--- src/rtl/spram_arbiter_pkg.sv ---
// Shared types and helpers for the spram_arbiter slice.
// Optional build macro: SPRAM_ARBITER_FIXED_PRIO_EN (fixed-priority arbitration).
package spram_arbiter_pkg;

    typedef enum logic {
        ACC_READ  = 1'b0,
        ACC_WRITE = 1'b1
    } acc_e;

    // Width of a port index; never below one bit so vectors stay legal.
    function automatic int ptr_width(input int ports);
        return (ports > 1) ? $clog2(ports) : 1;
    endfunction

    // LSB of port 'port' within a flattened per-port bus of 'width'-bit fields.
    function automatic int field_lsb(input int port, input int width);
        return port * width;
    endfunction

endpackage

--- src/rtl/spram_arbiter_if.sv ---
// Client request/response bus plus single-port RAM port of the spram_arbiter.
// Optional build macro: SPRAM_ARBITER_FIXED_PRIO_EN (does not change this bus).
interface spram_arbiter_if #(
    parameter int address_width = 8,
    parameter int data_width    = 8,
    parameter int num_ports     = 2
);
    logic [num_ports-1:0]               req_valid;
    logic [num_ports-1:0]               req_wren;
    logic [num_ports*address_width-1:0] req_address;
    logic [num_ports*data_width-1:0]    req_data;
    logic [num_ports-1:0]               req_ready;
    logic [num_ports-1:0]               rsp_valid;
    logic [data_width-1:0]              rsp_data;
    logic [address_width-1:0]           ram_address;
    logic [data_width-1:0]              ram_data;
    logic                               ram_wren;
    logic [data_width-1:0]              ram_q;

    modport slave (
        input  req_valid, req_wren, req_address, req_data, ram_q,
        output req_ready, rsp_valid, rsp_data, ram_address, ram_data, ram_wren
    );

    modport master (
        output req_valid, req_wren, req_address, req_data, ram_q,
        input  req_ready, rsp_valid, rsp_data, ram_address, ram_data, ram_wren
    );
endinterface

--- src/rtl/spram_arbiter_rr.sv ---
// Combinational grant encoder: rotate-priority from rr_ptr, or plain lowest-index
// priority when SPRAM_ARBITER_FIXED_PRIO_EN is defined.
module spram_arbiter_rr
    import spram_arbiter_pkg::*;
#(
    parameter int num_ports = 2,
    parameter int ptr_w     = ptr_width(num_ports)
) (
    input  logic [num_ports-1:0] req_valid,
`ifndef SPRAM_ARBITER_FIXED_PRIO_EN
    input  logic [ptr_w-1:0]     rr_ptr,
`endif
    output logic [num_ports-1:0] grant,
    output logic [ptr_w-1:0]     grant_idx,
    output logic                 grant_any
);

    int cand;

    // NOTE: every output gets a default before the search loop, so no path
    // through this block leaves a value unassigned and no latch is inferred.
    always_comb begin
        grant     = '0;
        grant_idx = '0;
        grant_any = 1'b0;
        cand      = 0;
        for (int k = 0; k < num_ports; k++) begin
`ifdef SPRAM_ARBITER_FIXED_PRIO_EN
            cand = k;
`else
            cand = (int'(rr_ptr) + k) % num_ports;
`endif
            if (!grant_any && req_valid[ptr_w'(cand)]) begin
                grant_any               = 1'b1;
                grant[ptr_w'(cand)]     = 1'b1;
                grant_idx               = ptr_w'(cand);
            end
        end
    end

endmodule

--- src/rtl/spram_arbiter.sv ---
// Shares one single-port synchronous RAM between num_ports requesters.
// Optional build macro: SPRAM_ARBITER_FIXED_PRIO_EN (fixed priority, no rr_ptr).
module spram_arbiter
    import spram_arbiter_pkg::*;
#(
    parameter int address_width = 8,
    parameter int data_width    = 8,
    parameter int num_ports     = 2
) (
    input  logic           clk,
    input  logic           reset,
    spram_arbiter_if.slave bus
);

    localparam int PTR_W = ptr_width(num_ports);

    logic [num_ports-1:0] grant;
    logic [PTR_W-1:0]     grant_idx;
    logic                 grant_any;
    logic                 accept;
    acc_e                 acc_kind;
    logic [num_ports-1:0] rsp_valid_d, rsp_valid_q;
`ifndef SPRAM_ARBITER_FIXED_PRIO_EN
    logic [PTR_W-1:0]     rr_ptr_d, rr_ptr_q;
`endif

    spram_arbiter_rr #(
        .num_ports (num_ports),
        .ptr_w     (PTR_W)
    ) u_rr (
        .req_valid (bus.req_valid),
`ifndef SPRAM_ARBITER_FIXED_PRIO_EN
        .rr_ptr    (rr_ptr_q),
`endif
        .grant     (grant),
        .grant_idx (grant_idx),
        .grant_any (grant_any)
    );

    // The granted port drives the RAM in the same cycle; reset gates the grant.
    always_comb begin
        accept          = grant_any && !reset;
        acc_kind        = acc_e'(bus.req_wren[grant_idx]);
        bus.req_ready   = accept ? grant : '0;
        bus.ram_wren    = 1'b0;
        bus.ram_address = '0;
        bus.ram_data    = '0;
        rsp_valid_d     = '0;
        if (accept) begin
            bus.ram_wren    = (acc_kind == ACC_WRITE);
            bus.ram_address = bus.req_address[field_lsb(int'(grant_idx), address_width) +: address_width];
            bus.ram_data    = bus.req_data[field_lsb(int'(grant_idx), data_width) +: data_width];
            if (acc_kind == ACC_READ) begin
                rsp_valid_d = grant;
            end
        end
`ifndef SPRAM_ARBITER_FIXED_PRIO_EN
        rr_ptr_d = rr_ptr_q;
        if (accept) begin
            rr_ptr_d = (grant_idx == PTR_W'(num_ports - 1)) ? '0 : grant_idx + 1'b1;
        end
`endif
    end

    // NOTE: state registers use non-blocking assignments so every flop samples
    // the pre-edge values regardless of block evaluation order.
    always_ff @(posedge clk) begin
        if (reset) begin
            rsp_valid_q <= '0;
`ifndef SPRAM_ARBITER_FIXED_PRIO_EN
            rr_ptr_q    <= '0;
`endif
        end else begin
            rsp_valid_q <= rsp_valid_d;
`ifndef SPRAM_ARBITER_FIXED_PRIO_EN
            rr_ptr_q    <= rr_ptr_d;
`endif
        end
    end

    // Read data lands one cycle after accept; clients qualify it with rsp_valid.
    assign bus.rsp_valid = rsp_valid_q;
    assign bus.rsp_data  = bus.ram_q;

endmodule
--- src/flat_wrapper.sv ---
// flat-port wrapper written by rule: the top's interface ports become plain ports
module spram_arbiter_flat import spram_arbiter_pkg::*;
#(
    parameter int address_width = 8,
    parameter int data_width    = 8,
    parameter int num_ports     = 2
)
  (clk, reset, bus_req_valid, bus_req_wren, bus_req_address, bus_req_data, bus_ram_q, bus_req_ready, bus_rsp_valid, bus_rsp_data, bus_ram_address, bus_ram_data, bus_ram_wren);
  spram_arbiter_if #(.address_width(address_width), .data_width(data_width), .num_ports(num_ports)) bus_i ();
  input  logic clk;
  input  logic reset;
  input wire logic [$bits(bus_i.req_valid)-1:0] bus_req_valid;
  input wire logic [$bits(bus_i.req_wren)-1:0] bus_req_wren;
  input wire logic [$bits(bus_i.req_address)-1:0] bus_req_address;
  input wire logic [$bits(bus_i.req_data)-1:0] bus_req_data;
  input wire logic [$bits(bus_i.ram_q)-1:0] bus_ram_q;
  output wire logic [$bits(bus_i.req_ready)-1:0] bus_req_ready;
  output wire logic [$bits(bus_i.rsp_valid)-1:0] bus_rsp_valid;
  output wire logic [$bits(bus_i.rsp_data)-1:0] bus_rsp_data;
  output wire logic [$bits(bus_i.ram_address)-1:0] bus_ram_address;
  output wire logic [$bits(bus_i.ram_data)-1:0] bus_ram_data;
  output wire logic [$bits(bus_i.ram_wren)-1:0] bus_ram_wren;
  assign bus_i.req_valid = bus_req_valid;
  assign bus_i.req_wren = bus_req_wren;
  assign bus_i.req_address = bus_req_address;
  assign bus_i.req_data = bus_req_data;
  assign bus_i.ram_q = bus_ram_q;
  assign bus_req_ready = bus_i.req_ready;
  assign bus_rsp_valid = bus_i.rsp_valid;
  assign bus_rsp_data = bus_i.rsp_data;
  assign bus_ram_address = bus_i.ram_address;
  assign bus_ram_data = bus_i.ram_data;
  assign bus_ram_wren = bus_i.ram_wren;
  spram_arbiter #(.address_width(address_width), .data_width(data_width), .num_ports(num_ports)) u_core (.clk(clk), .reset(reset), .bus(bus_i));
endmodule
--- config.mk ---
export PLATFORM = sky130hd
export DESIGN_NAME = spram_arbiter_flat
export DESIGN_NICKNAME = d
export VERILOG_FILES = /design/src/rtl/spram_arbiter_pkg.sv /design/src/rtl/spram_arbiter_if.sv /design/src/rtl/spram_arbiter_rr.sv /design/src/rtl/spram_arbiter.sv /design/src/flat_wrapper.sv
export SDC_FILE = /design/constraint.sdc
export NUM_CORES = 1
export LEC_CHECK = 0
export BUFFER_PORTS_ARGS = -buffer_cell sky130_fd_sc_hd__buf_2
export CAP_MARGIN = 20
export CORE_MARGIN = 5
export CORE_UTILIZATION = 30
export CTS_BUF_LIST = sky130_fd_sc_hd__clkbuf_2
export CTS_CLUSTER_DIAMETER = 80
export DETAILED_ROUTE_END_ITERATION = 16
export GPL_ROUTABILITY_DRIVEN = 0
export PLACE_DENSITY_LB_ADDON = 0.1
export SYNTH_ARGS = -nofsm -noshare
export SYNTH_HDL_FRONTEND = slang
export SYNTH_SLANG_ARGS = --single-unit
--- constraint.sdc ---
create_clock -name clk -period 1.9 [get_ports clk]
set_clock_uncertainty 0.15 [all_clocks]
set_input_delay 0.19 -clock clk [delete_from_list [all_inputs] [get_ports clk]]
set_output_delay 0.19 -clock clk [all_outputs]
set_load 0.05 [all_outputs]
==> summary.md, run 1 <==
| Metric | Value |
|---|---|
| # Max-Cap Violations | `0` |
| Die W | `just under 50 um` |
| Crit path to | `bus_ram_data[5]` |
| Die area | `2400 um^2` |
| Pin count of the biggest net entering global routing | `10` |
| Final setup violation count | `0` |
| Max VDD drop | `roughly 220 uV` |
| Diode count | `0` |
| R2R Path Start | `u_core.rr_ptr_q$_SDFFE_PP0P_` |
| Clock Root Buffer | `clkbuf_2` |
| Type of origin of the critical path | `flop` |
| Syn Area/Cell | `between 8 and 9 um^2` |
| Fmax | `about 600 MHz` |
| CTS Hold Bufs | `0` |
| # resized after CTS | `0` |
| Worst path cell trace | `buf_4, mux2i_1, nor2_2, buf_2` |
| Run status | `complete, no violations` |
| Required time of the worst setup path | `about 1.6 ns` |
| Most frequent cells in the layout | `55 x buf_2, 17 x mux2i_1, 10 x nor2_1` |
| Total leakage power | `0.397 nW` |
| Worst hold margin | `0.0157 ns` |
| Yosys reg bits | `2` |
| Reg2reg end | `u_core.rr_ptr_q$_SDFFE_PP0P_` |
| Buffers from clock root to sink, at most | `2` |
| Port bufs | `55` |
| Vias | `between 500 and 600` |
| # DRC | `0` |
| Reg2reg setup slack | `about 0.79 ns` |
| Clk_lat worst skew | `around 0.20 ns` |
| Fin. max-slew vios | `0` |
| Final non-filler cell total | `121` |
| WL/cell | `approximately 11 um` |
| Critical setup path kind | `flop to output pin` |
| CP endpoint kind | `output pin` |
| Post-DP HPWL | `approximately 1200 um` |
| Layout cells sized above 1 | `between 60% and 70%` |
| Initial core utilization | `roughly 31%` |
| Reg2reg path depth | `3` |
| # Post-CTS Setup Buffers | `0` |
| Min-Delay Path Class | `input port to flop` |
| Tot GR Track Use | `11.0%` |
| Synthesis Warnings | `0` |
| Die Y | `just under 50 um` |
| Netlist cell types | `11` |
| Drt total wl | `1350 um` |
| RSZ-0062 raised after global routing | `no` |
| Antenna violations before repair | `0` |
| # IOs | `75` |
| Min cycle time layout | `1.69 ns` |
| Critical Path Source | `u_core.rr_ptr_q$_SDFFE_PP0P_` |
| Critical path arrival | `about 1.4 ns` |
| Number of global-route vias before repair | `455` |
| Vias per std cell | `approximately 4.2` |
| Area growth syn-to-layout | `47.1%` |
| Global-route wire length before repair | `about 2100 um` |
| Clock transition at path regs | `~0.040 ns` |
| H-tree lvl count | `1` |
| Final hold violations | `0` |
| Post-Syn Area | `between 400 and 500 um^2` |
| Antenna Nets Post-Route | `0` |
| DR pass1 iterations | `2` |
| Num rows | `14` |
| PwrDens | `slightly above 500 nW/um^2` |
| Final worst-path cycle share | `around 89%` |
| Critical path's slowest cell | `dfxtp_1` |
| Post-Synthesis Cells | `56` |
| Num Clock Sinks | `2` |
| Core area | `roughly 1500 um^2` |
| Sequential area share after synthesis | `just under 9%` |
| Drt first-iter violations | `4` |
| CTS Buf Count | `3` |
| Largest stage delay, worst path | `0.43 ns` |
| Nets | `around 150` |
| Placed insts | `roughly 120` |
| Commonest non-fill, non-tap cell in the layout | `buf_2` |
| Overflow after GRT | `0` |
| Setup TNS | `0 ns` |
| CTS tree | `built` |
| Critical path fanouts, max | `8` |
[metal layers]
layer | track usage (%) | wire length (um) | vias up
met4 | 9.42 | 0 | 0
met5 | 0 | 0 | -
li1 | - | - | 270
met2 | 17.0 | 660 | 35
met3 | 4.28 | 188 | 0
met1 | 11.6 | 498 | 209
[cells in the mapped netlist, drive strengths merged]
library cell / number / share of area (%)
conb: 1 / 0.82
nand2b: 1 / 1.4
buf: 14 / 28
nor3: 1 / 1.1
nor2: 19 / 21
dfxtp: 2 / 8.8
mux2i: 17 / 37
xnor2: 1 / 1.9
[how the worst min path moves through the flow]
stage	from	depth (start not counted)	endpoint	slack, ns
4_1_cts	reset	2	u_core.rr_ptr_q$_SDFFE_PP0P_	0.007
6_report	reset	2	u_core.rr_ptr_q$_SDFFE_PP0P_	0.02
3_5_place_dp	reset	2	u_core.rr_ptr_q$_SDFFE_PP0P_	0.22
3_3_place_gp	reset	2	u_core.rr_ptr_q$_SDFFE_PP0P_	0.21
5_1_grt	reset	2	u_core.rr_ptr_q$_SDFFE_PP0P_	0.01
2_1_floorplan	reset	1	u_core.rr_ptr_q$_SDFFE_PP0P_	0.11
[critical path, delay by kind of cell (launching register included)]
kind / cells / cell delay (ns)
buffers and inverters: 2 / 0.44
DFF: 1 / 0.43
muxes: 1 / 0.23
and+or+nand+nor: 1 / 0.04
[final cells by class]
| cell class | count | area (um^2) |
|---|---|---|
| clock buffers | 3 | 15.0 |
| flip-flops and latches | 2 | 40.0 |
| fillers | 169 | 800 |
| repair buffers | 59 | 305 |
| well taps | 16 | 20.0 |
| multi-input cells | 41 | 292 |
[sequential cells by signal, indices dropped and copies added (netlist names)]
name and count:
u_core.rr_ptr_q 1, u_core.bus.rsp_valid 1
[power breakdown]
part	internal, mW	switching (mW)
clock network	0.0420	0.0252
logic	0.0826	0.142
registers	0.0455	0.00412
total	0.170	0.171
[stage by stage]
stage | util [%] | area [um^2] | setup WS, ns | power (mW)
after CTS | 45.7 | 672 | 0.190 | 0.347
after global routing | 45.7 | 672 | 0.139 | 0.364
after detailed placement | 44.6 | 657 | 0.367 | 0.277
final | 45.7 | 672 | 0.215 | 0.341
after global placement | 44.6 | 657 | 0.363 | 0.275
after floorplan | - | 460 | 0.315 | 0.270
[kinds of logic after synthesis]
logic type,Yosys count,share of synthesized area [%]
multiplexers,17,37.3
AND/OR/NAND/NOR,21,23.0
buffers and inverters,14,28.2
other,1,0.821
flip-flops,2,8.77
XOR/XNOR,1,1.92
No activity file was read; power rests on OpenSTA's default activity.
==> inputs of run 2 (changes only) <==
Settings changed: CORE_UTILIZATION 30 to 32, SYNTH_HIERARCHICAL set to 1.
==> run 2 against run 1 <==
Against the previous run:
- cell count is 4.1% higher
- synthesized area grew 6.6%
- utilization is 1.8 points higher
- critical path type unchanged
==> summary.md, run 2 <==
| Metric | Value |
|---|---|
| CTS tree | `built` |
| H-tree lvl count | `1 (unchanged)` |
| Post-Synthesis Cells | `62 (+11%)` |
| Final non-filler cell total | `126 (+4.1%)` |
| Antenna Nets Post-Route | `0 (unchanged)` |
| # IOs | `75 (unchanged)` |
| Critical setup path kind | `flop to output pin` |
| Layout cells sized above 1 | `58.2% (-9.4 points)` |
| Area growth syn-to-layout | `43.4%` |
| Synth top area cells | `mux2i_1 35%, buf_4 15%, nor2_1 14%, dfxtp_1 12%, buf_6 6.9%` |
| Total leakage power | `0.413 nW (+4.2%)` |
| Critical path's slowest cell | `dfxtp_1` |
| Diode count | `0 (unchanged)` |
| Syn Area/Cell | `7.85 um^2 (-3.7%)` |
| Vias | `552 (+7.4%)` |
| Post-synth top cells | `18 x nor2_1, 17 x mux2i_1, 10 x buf_4` |
| Die area | `2400 um^2 (about the same)` |
| Drt total wl | `1360 um (+0.59%)` |
| Tot GR Track Use | `11.1% (+0.069 points)` |
| Commonest non-fill, non-tap cell in the layout | `buf_2` |
| Clock transition at path regs | `0.05 ns (about the same)` |
| Sequential area share after synthesis | `12.3% (+3.6 points)` |
| Global-route wire length before repair | `2190 um (+5.7%)` |
| Setup TNS | `0 ns (unchanged)` |
| Die W | `49 um (about the same)` |
| Most common cell in the synthesized netlist | `nor2_1` |
| CTS Hold Bufs | `0 (unchanged)` |
| Final worst-path cycle share | `94.0% (+5.3 points)` |
| Largest register FFs | `2` |
| Clk_lat worst skew | `0.20 ns (about the same)` |
| Num rows | `14 (unchanged)` |
| Min cycle time layout | `1.79 ns (+0.101 ns)` |
| Critical path arrival | `1.45 ns (+0.10 ns)` |
| Yosys reg bits | `3 (+1)` |
| Synth top area share | `35.0% (-2.3 points)` |
| Post-Syn Area | `487 um^2 (+6.6%)` |
| CP endpoint kind | `output pin` |
| Critical path fanouts, max | `8 (unchanged)` |
| DR pass1 iterations | `4 (+2)` |
| Largest stage delay, worst path | `0.34 ns (-0.09 ns)` |
| Primary FF master, synth | `dfxtp_1` |
| Initial core utilization | `33.1% (+2.0 points)` |
| Fin. max-slew vios | `0 (unchanged)` |
| Worst slew pin tran | `roughly 0.61 ns` |
| Fraction of the mapped netlist area in simple logic gates | `24.9% (+1.9 points)` |
| Final hold violations | `0 (unchanged)` |
| PwrDens | `482 nW/um^2 (-5.1%)` |
| Syn nets | `between 100 and 150` |
| Post-synthesis compound-gate area fraction | `1.54% (+1.5 points)` |
| Fmax | `560 MHz (-5.7%)` |
| Total Power | `337 uW (-1.4%)` |
| EDFF count, synth | `0 (unchanged)` |
| Yosys top cell by area | `mux2i_1` |
| Xor/xnor share of the synthesized area | `0% (-1.9 points)` |
| Mux share of post-synthesis cell area | `35.0% (-2.3 points)` |
| Buffers from clock root to sink, at most | `2 (unchanged)` |
| Run status | `complete, no violations` |
| Placed insts | `122 (+3.4%)` |
| Max VDD drop | `164 uV (-25%)` |
| Overflow after GRT | `0 (unchanged)` |
| Type of origin of the critical path | `flop` |
| Synthesis Warnings | `6 (+6)` |
| Clock Root Buffer | `clkbuf_2` |
| Adder-cell share of the synthesized area | `0% (unchanged)` |
| Most frequent cells in the layout | `56 x buf_2, 18 x nor2_1, 17 x mux2i_1` |
| Relative slew slack | `59.0%` |
| Nets | `157 (+2.6%)` |
| Die Y | `49 um (about the same)` |
| Drt first-iter violations | `7 (+3)` |
| WL/cell | `10.8 um (-3.4%)` |
| Num Clock Sinks | `3 (+1)` |
| Pin count of the biggest net entering global routing | `18 (+8)` |
| Final setup violation count | `0 (unchanged)` |
| # resized after CTS | `0 (unchanged)` |
| Antenna violations before repair | `0 (unchanged)` |
| Min-Delay Path Class | `input port to flop` |
| CTS Buf Count | `3 (unchanged)` |
| Reg2reg setup slack | `0.56 ns (-0.23 ns)` |
| Required time of the worst setup path | `1.56 ns (about the same)` |
| Netlist cell types | `14 (+3)` |
| Core area | `1470 um^2 (unchanged)` |
| Post-placement setup slack | `0.318 ns (-0.0491 ns)` |
| # DRC | `0 (unchanged)` |
| Port bufs | `56 (+1.8%)` |
| Post-DP HPWL | `1140 um (-2.1%)` |
| Vias per std cell | `4.38 (+3.1%)` |
| Largest family of logic cells by synthesized area | `multiplexers` |
| Final worst slack | `0.114 ns (-0.101 ns)` |
| # Post-CTS Setup Buffers | `0 (unchanged)` |
| Number of global-route vias before repair | `569 (+25%)` |
| RSZ-0062 raised after global routing | `no` |
| # Max-Cap Violations | `0 (unchanged)` |
| Async SR Flop Fraction | `0% (unchanged)` |
| Worst path cell trace | `and2_2, buf_4, mux2i_1, nor2_1, buf_2` |
[run 2: cell type report]
cell class	count	area, um^2
fillers	147	773
multi-input cells	45	303
flip-flops and latches	3	60.1
clock buffers	4	20.0
well taps	16	20.0
repair buffers	58	295
[run 2: per-stage QoR]
stage          area (um^2)  hold WS (ns)  utilization, %
2_1_floorplan          487         0.113               -
3_3_place_gp           678         0.231            46.1
3_5_place_dp           678         0.231            46.1
4_1_cts                698       0.00737            47.4
5_1_grt                698        0.0228            47.4
6_report               698        0.0196            47.4
[run 2: path summary, 6_finish.rpt]
check | from | endpoint | depth (start not counted)
worst min register to register | u_core/rr_ptr_q$_SDFFE_PP0P_ | u_core/rr_ptr_q$_SDFFE_PP0P_ | 2
worst max register to register | u_core/rr_ptr_q$_SDFFE_PP0P_ | u_core/bus.rsp_valid[0]$_SDFF_PP0_ | 4
worst max-delay path | u_core/rr_ptr_q$_SDFFE_PP0P_ | bus_ram_wren | 5
worst min-delay path | reset | u_core/rr_ptr_q$_SDFFE_PP0P_ | 2
[run 2: worst max-delay path, delay by kind of cell, from the launching register on]
kind	cells	cell delay [ns]
simple gates	2	0.21
mux	1	0.28
buf+inv	2	0.41
flops	1	0.34
[run 2: power by group]
| group | switching (mW) | leakage (nW) | internal [mW] | total [mW] |
|---|---|---|---|---|
| clock network | 0.0333 | 0.0166 | 0.0556 | 0.0889 |
| logic | 0.114 | 0.372 | 0.0665 | 0.180 |
| registers | 0.00124 | 0.0246 | 0.0661 | 0.0673 |
[run 2: cell families (layout without fill, tap and decap cells)]
kind of cell | Yosys count | in the layout
compound gates | 1 | 1
buf+inv | 14 | 62
flops | 3 | 3
mux | 17 | 17
other cells | 1 | 1
simple gates | 26 | 26
[run 2: layer usage]
metal	wire (um)	GRT usage, %
met1	455	10.4
met2	691	19.8
met3	192	4.28
met4	16	7.17
met5	0	0
==> inputs of run 3 (changes only) <==
Settings changed: GPL_TIMING_DRIVEN set to 0.
==> run 3 against run 2 <==
Against the previous run:
- utilization up 12 points
- combinational power is 39% higher
- non-clock buffer count grew 20
- final area up 25%
- clock power decreased by 0.7%
- sequential cell count unchanged
- worst hold slack gained 0.0082 ns
- first-iteration DRC count is 86% lower
- sequential share of layout area shrank 1.7 points
- register-to-register slack gained 0.04 ns
- critical path type unchanged
==> summary.md, run 3 (synthesized netlist as in run 2, its figures left out) <==
| Metric | Value |
|---|---|
| Commonest non-fill, non-tap cell in the layout | `buf_2` |
| GR peak layer | `met2` |
| WL/cell | `10.7 um (-0.65%)` |
| Type of origin of the critical path | `flop` |
| CTS Buf Count | `3 (unchanged)` |
| Num rows | `14 (unchanged)` |
| Clk_lat worst skew | `0.20 ns (about the same)` |
| Hold path start | `reset` |
| Vias per std cell | `4.42 (+0.84%)` |
| Fillers | `137 (-6.8%)` |
| Largest register FFs | `2 (unchanged)` |
| Die area | `2400 um^2 (unchanged)` |
| DR pass1 iterations | `2 (-2)` |
| Vias | `645 (+17%)` |
| Die W | `49 um (unchanged)` |
| Buffers from clock root to sink, at most | `2 (unchanged)` |
| Final worst-path cycle share | `94.6% (+0.61 points)` |
| CTS tree | `built` |
| Fin. max-slew vios | `0 (unchanged)` |
| PwrDens | `466 nW/um^2 (-3.3%)` |
| Clock transition at path regs | `0.05 ns (about the same)` |
| GR Util met1 | `12.6% (+2.2 points)` |
| Final Util | `59.2% (+12 points)` |
| Clock Root Buffer | `clkbuf_2` |
| Fmax | `556 MHz (-0.65%)` |
| Final setup violation count | `0 (unchanged)` |
| CTS Hold Bufs | `0 (unchanged)` |
| H-tree lvl count | `1 (unchanged)` |
| Reg2reg setup slack | `0.60 ns (+0.04 ns)` |
| # DRC | `0 (unchanged)` |
| Max VDD drop | `190 uV (+16%)` |
| Diode count | `0 (unchanged)` |
| Area growth syn-to-layout | `78.9%` |
| Tot GR Track Use | `12.9% (+1.8 points)` |
| Drt first-iter violations | `1 (-6)` |
| Met3 Usage GRT | `3.98% (-0.31 points)` |
| # Max-Cap Violations | `0 (unchanged)` |
| RSZ-0062 raised after global routing | `no` |
| Final hold violations | `0 (unchanged)` |
| Die Y | `49 um (unchanged)` |
| Hold depth | `2 (unchanged)` |
| Overflow after GRT | `0 (unchanged)` |
| Min-Delay Path Class | `input port to flop` |
| Grt met2 use | `24.6% (+4.8 points)` |
| Initial core utilization | `33.1% (unchanged)` |
| Critical path's slowest cell | `dfxtp_1` |
| Drt total wl | `1560 um (+15%)` |
| Setup TNS | `0 ns (unchanged)` |
| Most frequent cells in the layout | `58 x buf_2, 18 x nor2_1, 17 x mux2i_1` |
| CP endpoint kind | `output pin` |
| R2R Path Start | `u_core/rr_ptr_q$_SDFFE_PP0P_` |
| Largest stage delay, worst path | `0.31 ns (-0.03 ns)` |
| Register Area | `60.1 um^2 (unchanged)` |
| Multi-input gate area | `303 um^2 (unchanged)` |
| Core area | `1470 um^2 (unchanged)` |
| Critical path arrival | `1.46 ns (about the same)` |
| Number of global-route vias before repair | `682 (+20%)` |
| Critical setup path kind | `flop to output pin` |
| Post-DP HPWL | `1370 um (+21%)` |
| Min cycle time layout | `1.80 ns (+0.0116 ns)` |
| # Post-CTS Setup Buffers | `0 (unchanged)` |
| Worst path cell trace | `and2_2, buf_8, buf_12, mux2i_1, nor2_1, buf_2` |
| Run status | `complete, no violations` |
| # resized after CTS | `0 (unchanged)` |
| Layout cells sized above 1 | `64.6% (+6.4 points)` |
| Antenna violations before repair | `0 (unchanged)` |
| Total leakage power | `0.509 nW (+23%)` |
| Port bufs | `64 (+14%)` |
| Nets | `177 (+13%)` |
| Reg2reg path depth | `4 (unchanged)` |
| Antenna Nets Post-Route | `0 (unchanged)` |
| Worst hold margin | `0.0278 ns (+0.00822 ns)` |
| Reg2reg end | `u_core/bus.rsp_valid[0]$_SDFF_PP0_` |
| Worst Hold End | `u_core/rr_ptr_q$_SDFFE_PP0P_` |
| Global-route wire length before repair | `2540 um (+16%)` |
| Pin count of the biggest net entering global routing | `11 (-7)` |
| Critical path fanouts, max | `10 (+2)` |
| Num Clock Sinks | `3 (unchanged)` |
| Required time of the worst setup path | `1.56 ns (about the same)` |
| # IOs | `75 (unchanged)` |
-- run 3: cell types whose count changed in the layout (fill, tap and decap cells not counted), sizes merged --
cell,before,now
buf,58,74
clkbuf,4,8
-- run 3: stage by stage --
step	instances	power (mW)	cell area [um^2]	worst slack (ns)
finish	146	0.406	871	0.102
detailed placement	142	0.315	827	0.300
global route	146	0.439	871	0.000913
global placement	142	0.312	827	0.309
floorplan	62	0.248	487	0.0384
CTS	146	0.407	847	0.0696
-- run 3: cell type report --
cell class                 instances  share of cell area [%]
sequential                         3                    6.90
timing repair buffer              64                    38.5
buffer                            14                    15.2
clock buffer                       4                    2.30
tap                               16                    2.30
multi-input combinational         45                    34.8
-- run 3: critical path, delay by kind of cell, from the launching register on --
kind / cells / cell delay [ns]
buffers and inverters: 3 / 0.56
flip-flops: 1 / 0.31
multiplexers: 1 / 0.11
AND/OR/NAND/NOR: 2 / 0.28
-- run 3: routing by layer --
layer  up-vias  share of wire (%)
li1        330                  -
met1       272                 33
met2        43                 54
met3         0                 13
met4         0                  0
met5         -                  0
-- run 3: worst max path at each step --
stage | from | endpoint | slack (ns) | cells after the start
finish | u_core/rr_ptr_q$_SDFFE_PP0P_ | bus_ram_address[6] | 0.10 | 6
global route | u_core/rr_ptr_q$_SDFFE_PP0P_ | bus_ram_data[3] | 0.0009 | 6
CTS | u_core/rr_ptr_q$_SDFFE_PP0P_ | bus_ram_data[1] | 0.07 | 6
detailed placement | u_core/rr_ptr_q$_SDFFE_PP0P_ | bus_ram_data[1] | 0.30 | 6
global placement | u_core/rr_ptr_q$_SDFFE_PP0P_ | bus_ram_address[6] | 0.31 | 6
floorplan | u_core/rr_ptr_q$_SDFFE_PP0P_ | bus_ram_address[5] | 0.04 | 5
-- run 3: power breakdown --
| group | internal, mW | switching, mW | total (mW) | leakage, nW |
|---|---|---|---|---|
| Sequential | 0.0660 | 0.00111 | 0.0671 | 0.0246 |
| Clock | 0.0557 | 0.0327 | 0.0883 | 0.0166 |
| Combinational | 0.0969 | 0.154 | 0.250 | 0.468 |
